### src/rtl/branch_pkg.sv
// rtl/branch_pkg.sv - shared types and constants for the branch resolve unit
package branch_pkg;

    typedef enum logic [2:0] {
        BR_BEQ  = 3'b000,
        BR_BNE  = 3'b001,
        BR_BLT  = 3'b100,
        BR_BGE  = 3'b101,
        BR_BLTU = 3'b110,
        BR_BGEU = 3'b111
    } br_op_e;

    localparam logic [1:0] BHT_RESET_VAL = 2'b01;
    localparam int         PC_STEP       = 4;

    function automatic logic [1:0] bht_next(input logic [1:0] cnt, input logic taken);
        logic [1:0] nxt;
        nxt = cnt;
        if (taken && cnt != 2'b11) begin
            nxt = cnt + 2'b01;
        end else if (!taken && cnt != 2'b00) begin
            nxt = cnt - 2'b01;
        end
        return nxt;
    endfunction

endpackage

### src/rtl/branch_bht.sv
// rtl/branch_bht.sv - direct-mapped 2-bit saturating branch history table
module branch_bht
    import branch_pkg::*;
#(
    parameter int DEPTH = 64,
    parameter int IDX_W = $clog2(DEPTH)
) (
    input  logic             clk,
    input  logic             rst,
    input  logic [IDX_W-1:0] rd_idx,
    output logic             rd_taken,
    input  logic             wr_en,
    input  logic [IDX_W-1:0] wr_idx,
    input  logic             wr_taken
);

    logic [1:0] cnt_q [DEPTH];
    logic [1:0] cnt_d [DEPTH];

    // Reads come straight from the flops, so a same-cycle update is not visible.
    assign rd_taken = cnt_q[rd_idx][1];

    always_comb begin
        cnt_d = cnt_q;
        if (wr_en) begin
            cnt_d[wr_idx] = bht_next(cnt_q[wr_idx], wr_taken);
        end
    end

    always_ff @(posedge clk or posedge rst) begin
        if (rst) begin
            for (int i = 0; i < DEPTH; i++) begin
                cnt_q[i] <= BHT_RESET_VAL;
            end
        end else begin
            cnt_q <= cnt_d;
        end
    end

endmodule

### src/rtl/branch_resolve_unit.sv
// rtl/branch_resolve_unit.sv - registered branch resolve stage with BHT training
// Optional perf counters enabled by defining BRANCH_PERF_EN.
module branch_resolve_unit
    import branch_pkg::*;
#(
    parameter int XLEN      = 32,
    parameter int BHT_DEPTH = 64,
    parameter int BHT_IDX_W = $clog2(BHT_DEPTH)
) (
    input  logic            clk,
    input  logic            rst,
    input  logic            in_valid,
    output logic            in_ready,
    input  logic [XLEN-1:0] pc,
    input  logic [XLEN-1:0] imm,
    input  logic [XLEN-1:0] operand_a,
    input  logic [XLEN-1:0] operand_b,
    input  logic [2:0]      br_op,
    input  logic            pred_taken,
    input  logic            flush,
    output logic            out_valid,
    input  logic            out_ready,
    output logic            taken,
    output logic [XLEN-1:0] target,
    output logic [XLEN-1:0] redirect_pc,
    output logic            mispredict,
    output logic            illegal_op,
    input  logic [XLEN-1:0] lookup_pc,
    output logic            lookup_taken,
    output logic [31:0]     perf_resolved,
    output logic [31:0]     perf_mispredict
);

    logic                 valid_q, valid_d;
    logic                 taken_q, taken_d;
    logic                 mispredict_q, mispredict_d;
    logic                 illegal_q, illegal_d;
    logic [XLEN-1:0]      target_q, target_d;
    logic [XLEN-1:0]      redirect_q, redirect_d;
    logic [BHT_IDX_W-1:0] idx_q, idx_d;

    logic accept;
    logic commit;
    logic cmp_taken;
    logic cmp_illegal;
    logic [XLEN-1:0] sum_target;

    assign in_ready = !valid_q || out_ready;
    assign accept   = in_valid && in_ready && !flush;
    assign commit   = valid_q && out_ready && !flush;

    always_comb begin
        cmp_taken   = 1'b0;
        cmp_illegal = 1'b0;
        case (br_op)
            BR_BEQ:  cmp_taken = (operand_a == operand_b);
            BR_BNE:  cmp_taken = (operand_a != operand_b);
            BR_BLT:  cmp_taken = ($signed(operand_a) < $signed(operand_b));
            BR_BGE:  cmp_taken = ($signed(operand_a) >= $signed(operand_b));
            BR_BLTU: cmp_taken = (operand_a < operand_b);
            BR_BGEU: cmp_taken = (operand_a >= operand_b);
            default: cmp_illegal = 1'b1;
        endcase
    end

    assign sum_target = pc + imm;

    always_comb begin
        valid_d      = valid_q;
        taken_d      = taken_q;
        mispredict_d = mispredict_q;
        illegal_d    = illegal_q;
        target_d     = target_q;
        redirect_d   = redirect_q;
        idx_d        = idx_q;
        if (flush) begin
            valid_d = 1'b0;
        end else if (accept) begin
            valid_d      = 1'b1;
            taken_d      = cmp_taken;
            mispredict_d = cmp_taken != pred_taken;
            illegal_d    = cmp_illegal;
            target_d     = sum_target;
            redirect_d   = cmp_taken ? sum_target : pc + XLEN'(PC_STEP);
            idx_d        = pc[BHT_IDX_W+1:2];
        end else if (commit) begin
            valid_d = 1'b0;
        end
    end

    always_ff @(posedge clk or posedge rst) begin
        if (rst) begin
            valid_q      <= 1'b0;
            taken_q      <= 1'b0;
            mispredict_q <= 1'b0;
            illegal_q    <= 1'b0;
            target_q     <= '0;
            redirect_q   <= '0;
            idx_q        <= '0;
        end else begin
            valid_q      <= valid_d;
            taken_q      <= taken_d;
            mispredict_q <= mispredict_d;
            illegal_q    <= illegal_d;
            target_q     <= target_d;
            redirect_q   <= redirect_d;
            idx_q        <= idx_d;
        end
    end

    assign out_valid   = valid_q;
    assign taken       = taken_q;
    assign mispredict  = mispredict_q;
    assign illegal_op  = illegal_q;
    assign target      = target_q;
    assign redirect_pc = redirect_q;

    branch_bht #(
        .DEPTH (BHT_DEPTH),
        .IDX_W (BHT_IDX_W)
    ) u_bht (
        .clk      (clk),
        .rst      (rst),
        .rd_idx   (lookup_pc[BHT_IDX_W+1:2]),
        .rd_taken (lookup_taken),
        .wr_en    (commit && !illegal_q),
        .wr_idx   (idx_q),
        .wr_taken (taken_q)
    );

    // Only the index slice of the fetch PC matters for a direct-mapped table.
    logic unused_lookup_bits;
    assign unused_lookup_bits = &{1'b0, lookup_pc[XLEN-1:BHT_IDX_W+2], lookup_pc[1:0]};

`ifdef BRANCH_PERF_EN
    logic [31:0] perf_res_q, perf_res_d;
    logic [31:0] perf_mis_q, perf_mis_d;

    always_comb begin
        perf_res_d = perf_res_q;
        perf_mis_d = perf_mis_q;
        if (commit) begin
            if (perf_res_q != 32'hFFFF_FFFF) begin
                perf_res_d = perf_res_q + 32'd1;
            end
            if (mispredict_q && perf_mis_q != 32'hFFFF_FFFF) begin
                perf_mis_d = perf_mis_q + 32'd1;
            end
        end
    end

    always_ff @(posedge clk or posedge rst) begin
        if (rst) begin
            perf_res_q <= '0;
            perf_mis_q <= '0;
        end else begin
            perf_res_q <= perf_res_d;
            perf_mis_q <= perf_mis_d;
        end
    end

    assign perf_resolved   = perf_res_q;
    assign perf_mispredict = perf_mis_q;
`else
    assign perf_resolved   = 32'd0;
    assign perf_mispredict = 32'd0;
`endif

endmodule

### config.mk
export PLATFORM = sky130hd
export DESIGN_NAME = branch_resolve_unit
export DESIGN_NICKNAME = d
export VERILOG_FILES = /design/src/rtl/branch_pkg.sv /design/src/rtl/branch_bht.sv /design/src/rtl/branch_resolve_unit.sv
export SDC_FILE = /design/constraint.sdc
export NUM_CORES = 1
export LEC_CHECK = 0
export BUFFER_PORTS_ARGS = -buffer_cell sky130_fd_sc_hd__buf_2
export CAP_MARGIN = 20
export CELL_PAD_IN_SITES_DETAIL_PLACEMENT = 0
export CELL_PAD_IN_SITES_GLOBAL_PLACEMENT = 1
export CORE_MARGIN = 4
export CORE_UTILIZATION = 35
export CTS_CLUSTER_DIAMETER = 60
export DETAILED_ROUTE_END_ITERATION = 16
export GPL_ROUTABILITY_DRIVEN = 0
export PLACE_DENSITY = 0.72
export SYNTH_ARGS = -nofsm -noshare
export SYNTH_HDL_FRONTEND = slang
export SYNTH_HIERARCHICAL = 1
export SYNTH_SLANG_ARGS = --single-unit
### constraint.sdc
create_clock -name clk -period 7.5 [get_ports clk]
set_input_delay 1.5 -clock clk [delete_from_list [all_inputs] [get_ports clk]]
set_output_delay 1.5 -clock clk [all_outputs]
set_load 0.03 [all_outputs]
==> metrics, run 1 <==
PostCTS Resize Cnt 0; I/O Buffers 212; Die Footprint 42200 um2; Most common cell on crit path mux4_2; dpl cells 2136; clock-pin slew on the worst setup and hold paths 0.05 ns; CTS tree yes; dpl ws 2.18 ns; Leakage 7.21 nW; drt initial violations 732; final worst setup slack 2.21 ns; Net Sw Frac 37.7%; Clock Power Share 32.7%; crit end category output pin; final period utilization 70.6%; Final Hold Viols 0; clk buf depth 3; H-tree depth 1; root buffer cell clkbuf_16; sequential share of the synthesized area 37.7%; post-route minimum period 5.29 ns; Synth Area in Simple Gates 17.2%; Starting Density 35.4%; peak fanout along the critical path 16; crit path DAT 3.79 ns; Routed Antenna Nets 0; Syn Inst Count 1461; yosys warns 6; fill count 3971; RSZ-0062 raised after global routing no; # rows 72; DP Wirelength 29800 um; largest net degree at the start of global routing 95; post-layout net count 1883; switching power 0.00138 W; Final Setup Violations 0; Synth Cell Area 13600 um2; Clock Latency Late Sink 0.56 ns; area delta synth->final 15.4%; clk_skew 0.0243 ns; core area 38600 um2; Max Cap Violations 0; final count of pins violating max slew 0; number of flops mapped to enable cells by yosys 0; Layout Cells excl Fill 2185; Async SR Flop Fraction 100%; register area 5140 um2; worst r2r path cells 13; Die Height 205 um; Mean Syn Cell Area 9.33 um2; antenna violations before repair 5; Slew HR 23.3%; Cell Chain, Critical Path buf_2 -> mux4_2 -> mux4_2 -> mux4_2 -> buf_2; CTS Buf Count 26; # clock sinks 202; CTS Hold Bufs 0; Critical Path RT 6.00 ns; sequential fraction of design power 36.5%; post-synthesis compound-gate area fraction 14.6%; post-synthesis adder-cell area fraction 6.21%; setup TNS 0 ns; Via density 5.25; top-level port count 303; first-pass detailed-route iteration total 5; grt total ovfl 0; first-pass GRT wire length 64100 um; vias in the first global route 11500; crit path launch type primary input; slowest stage delay, CP 0.62 ns; CP Class in -> out; Antenna Cells 0; aggregate global-route resource usage 19.0%; Seq cells post-synth 202; drt wl/cell 18.8 um; main flop type after synthesis dfrtp_1; Vias 11500; Design Power 0.00366 W; routed wire length 41100 um; # DRC 0; Logic pwr share 30.8%; Netlist cell types 85; Internal 0.00228 W; fmax 189 MHz; post-synthesis mux area share 12.9%; Least-Margin Pin Slew 1.15 ns; Hold Crit Class reg -> reg; die width 205 um; share of post-route cells with drive strength above 1 28.1%; Synth Area in XOR/XNOR 3.59%; status finished, final reports clean; worst IR drop on VDD 0.160 mV; postcts setup bufs 0; slowest stage cell, crit path mux4_2; hold depth 2; area of the multi-input gates 7690 um2; power per cell area 233 nW/um2; combinational family with the most area after synthesis simple AND/OR/NAND/NOR gates
==> power groups by stage <==
stage | sequential [W] | clock, W | combinational, W
2_1_floorplan | 0.00149 | 0 | 0.000672
3_3_place_gp | 0.00135 | 0 | 0.00113
3_5_place_dp | 0.00135 | 0 | 0.00113
4_1_cts | 0.00133 | 0.00124 | 0.00114
5_1_grt | 0.00135 | 0.00128 | 0.00123
6_report | 0.00133 | 0.00120 | 0.00113
==> registers in the layout, summed over array words and instances, names as in the netlist <==
register,flops
illegal_op,1
target,32
taken,1
idx_q,6
out_valid,1
redirect_pc,32
u_bht/cnt_q,128
mispredict,1
==> layout make-up <==
class	count	area share, %
multi-input combinational	1132	48.9
sequential	202	32.7
timing repair buffer	229	7.66
clock buffer	37	4.72
tap	518	4.12
inverter	56	1.36
clock inverter	11	0.541
==> metal layers <==
| layer | part of all wire (%) | up-vias | GRT usage, % |
|---|---|---|---|
| li1 | - | 5483 | - |
| met1 | 43 | 5562 | 25.0 |
| met2 | 48 | 329 | 31.8 |
| met3 | 6.2 | 81 | 3.94 |
| met4 | 2.9 | 10 | 5.43 |
| met5 | 0.19 | - | 0 |
==> cells in the final DEF (no fill, tap or decap), drive strengths merged, types with 23 or more instances in the layout <==
cell type,instances
dfstp,64
xnor2,34
nand3,50
mux2,85
mux4,27
buf,229
nand4,23
inv,57
clkbuf,37
a21oi,57
conb,64
ha,66
dfrtp,138
o21ai,106
o211ai,29
nand2,295
nor2,42
==> kinds of logic (layout without fill, tap and decap cells) <==
logic type                 count (synthesis)  in the layout
DFF                                      202            202
other                                      1             64
adders and majority gates                 67             67
muxes                                    131            131
AOI/OAI and AO/OA                        302            302
buffers and inverters                    190            333
xor gates and xnor gates                  55             55
and+or+nand+nor                          513            513
==> worst max-delay path: cells and delay by family <==
family,cells,cell delay [ns]
multiplexers,3,1.60
buffers and inverters,2,0.67
==> worst paths after layout <==
path                            startpoint              end  slack (ns)
max                           lookup_pc[2]     lookup_taken        2.21
min                        u_bht/cnt_q[40]  u_bht/cnt_q[40]        0.46
max reg2reg                       idx_q[2]  u_bht/cnt_q[79]        2.80
min reg2reg                u_bht/cnt_q[40]  u_bht/cnt_q[40]        0.46
max in group asynchronous              rst  u_bht/cnt_q[15]        5.20
min in group asynchronous              rst  u_bht/cnt_q[35]        1.01
==> Yosys cell counts (7+ instances only) <==
master / count / area, um2
a211oi_1: 7 / 52.6
a21o_1: 11 / 82.6
a21oi_1: 57 / 285
a221o_1: 7 / 70.1
a221oi_1: 7 / 61.3
a22oi_1: 11 / 82.6
a31oi_1: 9 / 56.3
and2_1: 9 / 56.3
and3_1: 14 / 87.6
buf_2: 9 / 45.0
buf_4: 67 / 503
buf_6: 12 / 135
clkbuf_1: 40 / 150
dfrtp_1: 138 / 3450
dfstp_2: 64 / 1680
ha_1: 66 / 826
inv_1: 56 / 210
mux2_2: 82 / 923
mux2i_1: 19 / 190
mux4_2: 26 / 586
nand2_1: 295 / 1110
nand3_1: 50 / 250
nand4_1: 22 / 138
nor2_1: 42 / 158
nor2b_1: 13 / 81.3
nor3_1: 21 / 105
o211ai_1: 26 / 195
o21ai_0: 90 / 450
o21ai_1: 15 / 75.1
xnor2_1: 33 / 289
xor2_1: 21 / 184
==> through the flow <==
step	utilization [%]	hold WS, ns	instance area, um2
floorplan	-	0.440	13900
global placement	38.6	0.449	14900
detailed placement	38.6	0.454	14900
CTS	40.7	0.463	15700
global route	40.8	0.479	15700
finish	40.8	0.462	15700
Note: power is estimated with default switching activity, not from simulation.
==> inputs of run 2 (changes only) <==
Settings changed: PLACE_DENSITY 0.72 to 0.75.
Clock period 7.5 ns to 4.54 ns, I/O delays scaled along.
==> metrics, run 2 (synthesis gave the netlist of run 1 again) <==
status finished, final reports clean; Least-Margin Pin Slew 0.936 ns (-0.210 ns); Hold Crit Class reg -> reg; grt total ovfl 0 (unchanged); Critical Path RT 5.02 ns (-0.98 ns); share of post-route cells with drive strength above 1 29.2% (+1.2 points); top-level port count 303 (unchanged); Starting Density 35.4% (unchanged); worst IR drop on VDD 0.232 mV (+45%); first-pass detailed-route iteration total 5 (unchanged); most frequent cells in the layout 295 x nand2_1, 212 x buf_2, 137 x dfrtp_1; crit path launch type register; post-layout net count 1906 (+1.2%); Reg with most FFs u_bht/cnt_q; commonest non-fill, non-tap cell in the layout nand2_1; postcts setup bufs 0 (unchanged); Layout Cells excl Fill 2208 (+1.1%); CTS Buf Count 26 (unchanged); # DRC 0 (unchanged); dpl cells 2160 (+1.1%); Via density 5.24 (-0.21%); Clock Latency Late Sink 0.55 ns (about the same); Die Footprint 42200 um2 (unchanged); core area 38600 um2 (unchanged); routed wire length 41500 um (+1.1%); Routed Antenna Nets 0 (unchanged); CP Class reg -> reg; H-tree depth 1 (unchanged); fmax 240 MHz; first-pass GRT wire length 64200 um (+0.18%); crit end category register; clk buf depth 3 (unchanged); die width 205 um (unchanged); root buffer cell clkbuf_16; # rows 72 (unchanged); Vias 11600 (+0.84%); vias in the first global route 11500 (-0.44%); final period utilization 91.8%; area delta synth->final 17.6%; Final Hold Viols 0 (unchanged); Slew HR 37.3% (+14 points); setup TNS 0 ns (unchanged); # clock sinks 202 (unchanged); number of flip-flops in the largest register 128 (unchanged); DP Wirelength 31300 um (+4.9%); clk_skew 0.0249 ns (+0.000620 ns); Final Util 41.6% (+0.79 points); CTS Hold Bufs 0 (unchanged); I/O Buffers 212 (unchanged); post-route minimum period 4.17 ns; aggregate global-route resource usage 19.1% (+0.058 points); clock-pin slew on the worst setup and hold paths 0.06 ns (about the same); antenna violations before repair 6 (+1); CTS tree yes; largest net degree at the start of global routing 70 (-26%); Die Height 205 um (unchanged); drt initial violations 772 (+5.5%); RSZ-0062 raised after global routing no; crit path DAT 4.65 ns (+0.86 ns); Final Setup Violations 0 (unchanged); drt wl/cell 18.8 um (about the same); WHS 0.460 ns (-0.00212 ns); power per cell area 391 nW/um2 (+68%); fill count 3925 (-1.2%); PostCTS Resize Cnt 0 (unchanged); final count of pins violating max slew 0 (unchanged); Leakage 7.39 nW (+2.4%); peak fanout along the critical path 64 (+48); Max Cap Violations 0 (unchanged)
==> run 2: cell count changes in the layout (fill, tap and decap cells not counted), sizes merged <==
cell | before | now
inv | 57 | 56
clkbuf | 37 | 33
clkinv | 9 | 10
buf | 229 | 252
diode | 0 | 1
bufinv | 0 | 3
==> run 2: final timing paths <==
path,from,end,slack (ns),depth (start not counted)
setup / recovery,idx_q[0],u_bht/cnt_q[107],0.37,13
hold / removal,u_bht/cnt_q[112],u_bht/cnt_q[112],0.46,2
setup reg to reg,idx_q[0],u_bht/cnt_q[107],0.37,13
hold reg to reg,u_bht/cnt_q[112],u_bht/cnt_q[112],0.46,2
max in group asynchronous,rst,u_bht/cnt_q[52],2.93,4
min in group asynchronous,rst,redirect_pc[6],0.56,2
==> run 2: power by group <==
group / internal, W / switching [W]
logic: 0.000621 / 0.00131
clock network: 0.00130 / 0.000824
registers: 0.00205 / 0.000160
total: 0.00397 / 0.00229
==> run 2: final cells by class <==
class / count / area, um2 / share of cell area (%)
antenna: 1 / 2.50 / 0.0156
tap: 518 / 648 / 4.04
inverter: 56 / 214 / 1.33
multi-input combinational: 1132 / 7690 / 48.0
sequential: 202 / 5140 / 32.0
clock buffer: 33 / 727 / 4.54
timing repair buffer: 252 / 1440 / 8.96
clock inverter: 14 / 170 / 1.06
==> run 2: critical path: stages (launching register included) <==
cell,delay [ns]
dfrtp_2,0.72
buf_12,0.27
mux2_2,0.38
a221oi_1,0.29
o22ai_1,0.14
a22oi_1,0.24
nand4_1,0.23
inv_1,0.12
ha_1,0.28
o21ai_0,0.33
o31ai_4,0.14
o211ai_4,0.08
buf_4,0.58
mux2_2,0.28
==> run 2: metal layers <==
metal | routed length, um | GRT usage [%] | part of all wire (%)
met1 | 18100 | 25.3 | 43
met2 | 19900 | 31.4 | 48
met4 | 1240 | 6.00 | 3.0
met3 | 2310 | 3.89 | 5.6
met5 | 54 | 0 | 0.13
==> run 2: stage by stage <==
stage / total power, W / cell area, um2 / setup slack, ns
after floorplan: 0.00357 / 13900 / 0.207
after global placement: 0.00414 / 15100 / 0.516
after detailed placement: 0.00416 / 15100 / 0.437
after CTS: 0.00633 / 16000 / 0.396
after global routing: 0.00658 / 16000 / 0.226
final: 0.00626 / 16000 / 0.371
==> inputs of run 3 (changes only) <==
Settings changed: CORE_UTILIZATION 35 to 38, PLACE_DENSITY 0.75 to 0.8.
==> metrics, run 3 (synthesis gave the netlist of run 1 again) <==
status finished, final reports clean; RSZ-0062 raised after global routing no; Net Sw Frac 36.2% (-0.41 points); Cell Chain, Critical Path buf_4 -> nor2_1 -> a221o_1 -> a221oi_1 -> o22a_1 -> nand4_1 -> inv_1 -> ha_1 -> o21ai_0 -> o31ai_4 -> o211ai_4 -> buf_4 -> mux2_2; worst IR drop on VDD 0.278 mV (+20%); crit path DAT 4.83 ns (+0.18 ns); CTS Hold Bufs 0 (unchanged); CTS Buf Count 27 (+3.8%); drt wl/cell 19.0 um (+0.81%); top-level port count 303 (unchanged); worst path bufs/invs 3 (unchanged); Reg with most FFs u_bht/cnt_q; most frequent cells in the layout 295 x nand2_1, 212 x buf_2, 137 x dfrtp_1; worst r2r path cells 13 (unchanged); Least-Margin Pin Slew 1.02 ns (+0.0879 ns); share of post-route cells with drive strength above 1 28.9% (-0.38 points); clk_skew 0.0119 ns (-0.0130 ns); Final Util 44.9% (+3.3 points); H-tree depth 1 (unchanged); routed wire length 40700 um (-1.9%); Internal 0.00402 W (+1.2%); dpl cells 2099 (-2.8%); DP Wirelength 30500 um (-2.5%); largest net degree at the start of global routing 73 (+4.3%); power per cell area 396 nW/um2 (+1.3%); drt initial violations 800 (+3.6%); Stages on worst setup path 13 (unchanged); core area 35500 um2 (-8.0%); commonest non-fill, non-tap cell in the layout nand2_1; Final Hold Viols 0 (unchanged); slowest stage cell, crit path dfrtp_2; fmax 229 MHz (-4.6%); root buffer cell clkbuf_16; # DRC 0 (unchanged); Layout Cells excl Fill 2148 (-2.7%); final period utilization 96.3% (+4.5 points); setup TNS 0 ns (unchanged); CTS tree yes; vias in the first global route 11500 (+0.078%); # rows 69 (-4.2%); Logic pwr share 30.3% (-0.5 points); Leakage 7.35 nW (-0.51%); die width 197 um (-3.9%); clock-pin slew on the worst setup and hold paths 0.06 ns (about the same); crit end category register; switching power 0.00228 W (-0.56%); CP Class reg -> reg; peak fanout along the critical path 64 (unchanged); hold depth 2 (unchanged); crit path launch type register; Critical Path RT 5.00 ns (-0.02 ns); launch point of the worst reg-to-reg path idx_q[0]; Slew HR 31.5% (-5.8 points); Clock Power Share 34.6% (+0.6 points); grt total ovfl 0 (unchanged); Starting Density 38.4% (+3.1 points); Worst R2R Setup Slack 0.17 ns (-0.20 ns); antenna violations before repair 6 (unchanged); Antenna Cells 0 (-1); I/O Buffers 212 (unchanged); clk buf depth 3 (unchanged); Via density 5.44 (+4.0%); Routed Antenna Nets 0 (unchanged); PostCTS Resize Cnt 0 (unchanged); aggregate global-route resource usage 20.2% (+1.1 points); Final Setup Violations 0 (unchanged); number of flip-flops in the largest register 128 (unchanged); Hold Crit Class reg -> reg; Most common cell on crit path buf_4; WHS 0.458 ns (-0.00201 ns); post-route minimum period 4.37 ns (+0.202 ns); Vias 11700 (+1.1%); first-pass GRT wire length 63500 um (-1.1%); Die Height 197 um (-3.9%); first-pass detailed-route iteration total 5 (unchanged); worst hold path startpoint u_bht/cnt_q[40]; CP startpoint idx_q[0]; # clock sinks 202 (unchanged); Worst path top cell family by delay compound AO/OA/AOI/OAI gates; slowest stage delay, CP 0.81 ns (+0.09 ns); Design Power 0.00630 W (+0.57%); area delta synth->final 16.8%; sequential fraction of design power 35.1% (about the same); Max Cap Violations 0 (unchanged); post-layout net count 1903 (-0.16%); Clock Latency Late Sink 0.53 ns (-0.02 ns); final count of pins violating max slew 0 (unchanged); postcts setup bufs 0 (unchanged); Die Footprint 39000 um2 (-7.6%)
run 3: changes by cell type in the layout (fill, tap and decap cells not counted), sizes merged:
cell and change:
clkinv -7, buf -4, clkbuf +6, diode -1, clkinvlp +3
run 3: area by class of cell:
| cell class | instances | area, um2 |
|---|---|---|
| Timing Repair Buffer | 248 | 1380 |
| Clock buffer | 39 | 781 |
| Tap cell | 461 | 577 |
| Fill cell | 3474 | 19600 |
| Clock inverter | 10 | 139 |
| Sequential cell | 202 | 5140 |
| Multi-Input combinational cell | 1132 | 7690 |
| Inverter | 56 | 214 |
run 3: worst register-to-register path, cell delays in order (launching register included):
cell      delay, ns
dfrtp_2        0.81
buf_4          0.38
nor2_1         0.18
a221o_1        0.35
a221oi_1       0.34
o22a_1         0.23
nand4_1        0.19
inv_1          0.11
ha_1           0.27
o21ai_0        0.33
o31ai_4        0.14
o211ai_4       0.08
buf_4          0.58
mux2_2         0.32
run 3: final timing paths:
check	to
max in group asynchronous	u_bht/cnt_q[88]
max	u_bht/cnt_q[101]
min reg2reg	u_bht/cnt_q[40]
min	u_bht/cnt_q[40]
max reg2reg	u_bht/cnt_q[101]
min in group asynchronous	illegal_op
run 3: power by group through the flow:
stage | sequential (W) | clock, W | combinational, W
2_1_floorplan | 0.00246 | 0 | 0.00111
3_5_place_dp | 0.00223 | 0 | 0.00191
5_1_grt | 0.00224 | 0.00232 | 0.00207
6_report | 0.00221 | 0.00218 | 0.00191
3_3_place_gp | 0.00223 | 0 | 0.00189
4_1_cts | 0.00221 | 0.00223 | 0.00192
run 3: layer usage:
| layer | GRT usage (%) | vias up | wire length [um] |
|---|---|---|---|
| met2 | 33.4 | 430 | 19600 |
| li1 | - | 5512 | - |
| met1 | 27.0 | 5645 | 17100 |
| met3 | 3.84 | 93 | 2650 |
| met5 | 0 | - | 81 |
| met4 | 5.98 | 12 | 1360 |
run 3: stage by stage:
stage | setup slack (ns) | cell area [um2]
finish | 0.169 | 15900
global route | 0.0955 | 15900
CTS | 0.269 | 15900
detailed placement | 0.298 | 15000
global placement | 0.354 | 15000
floorplan | 0.207 | 13900
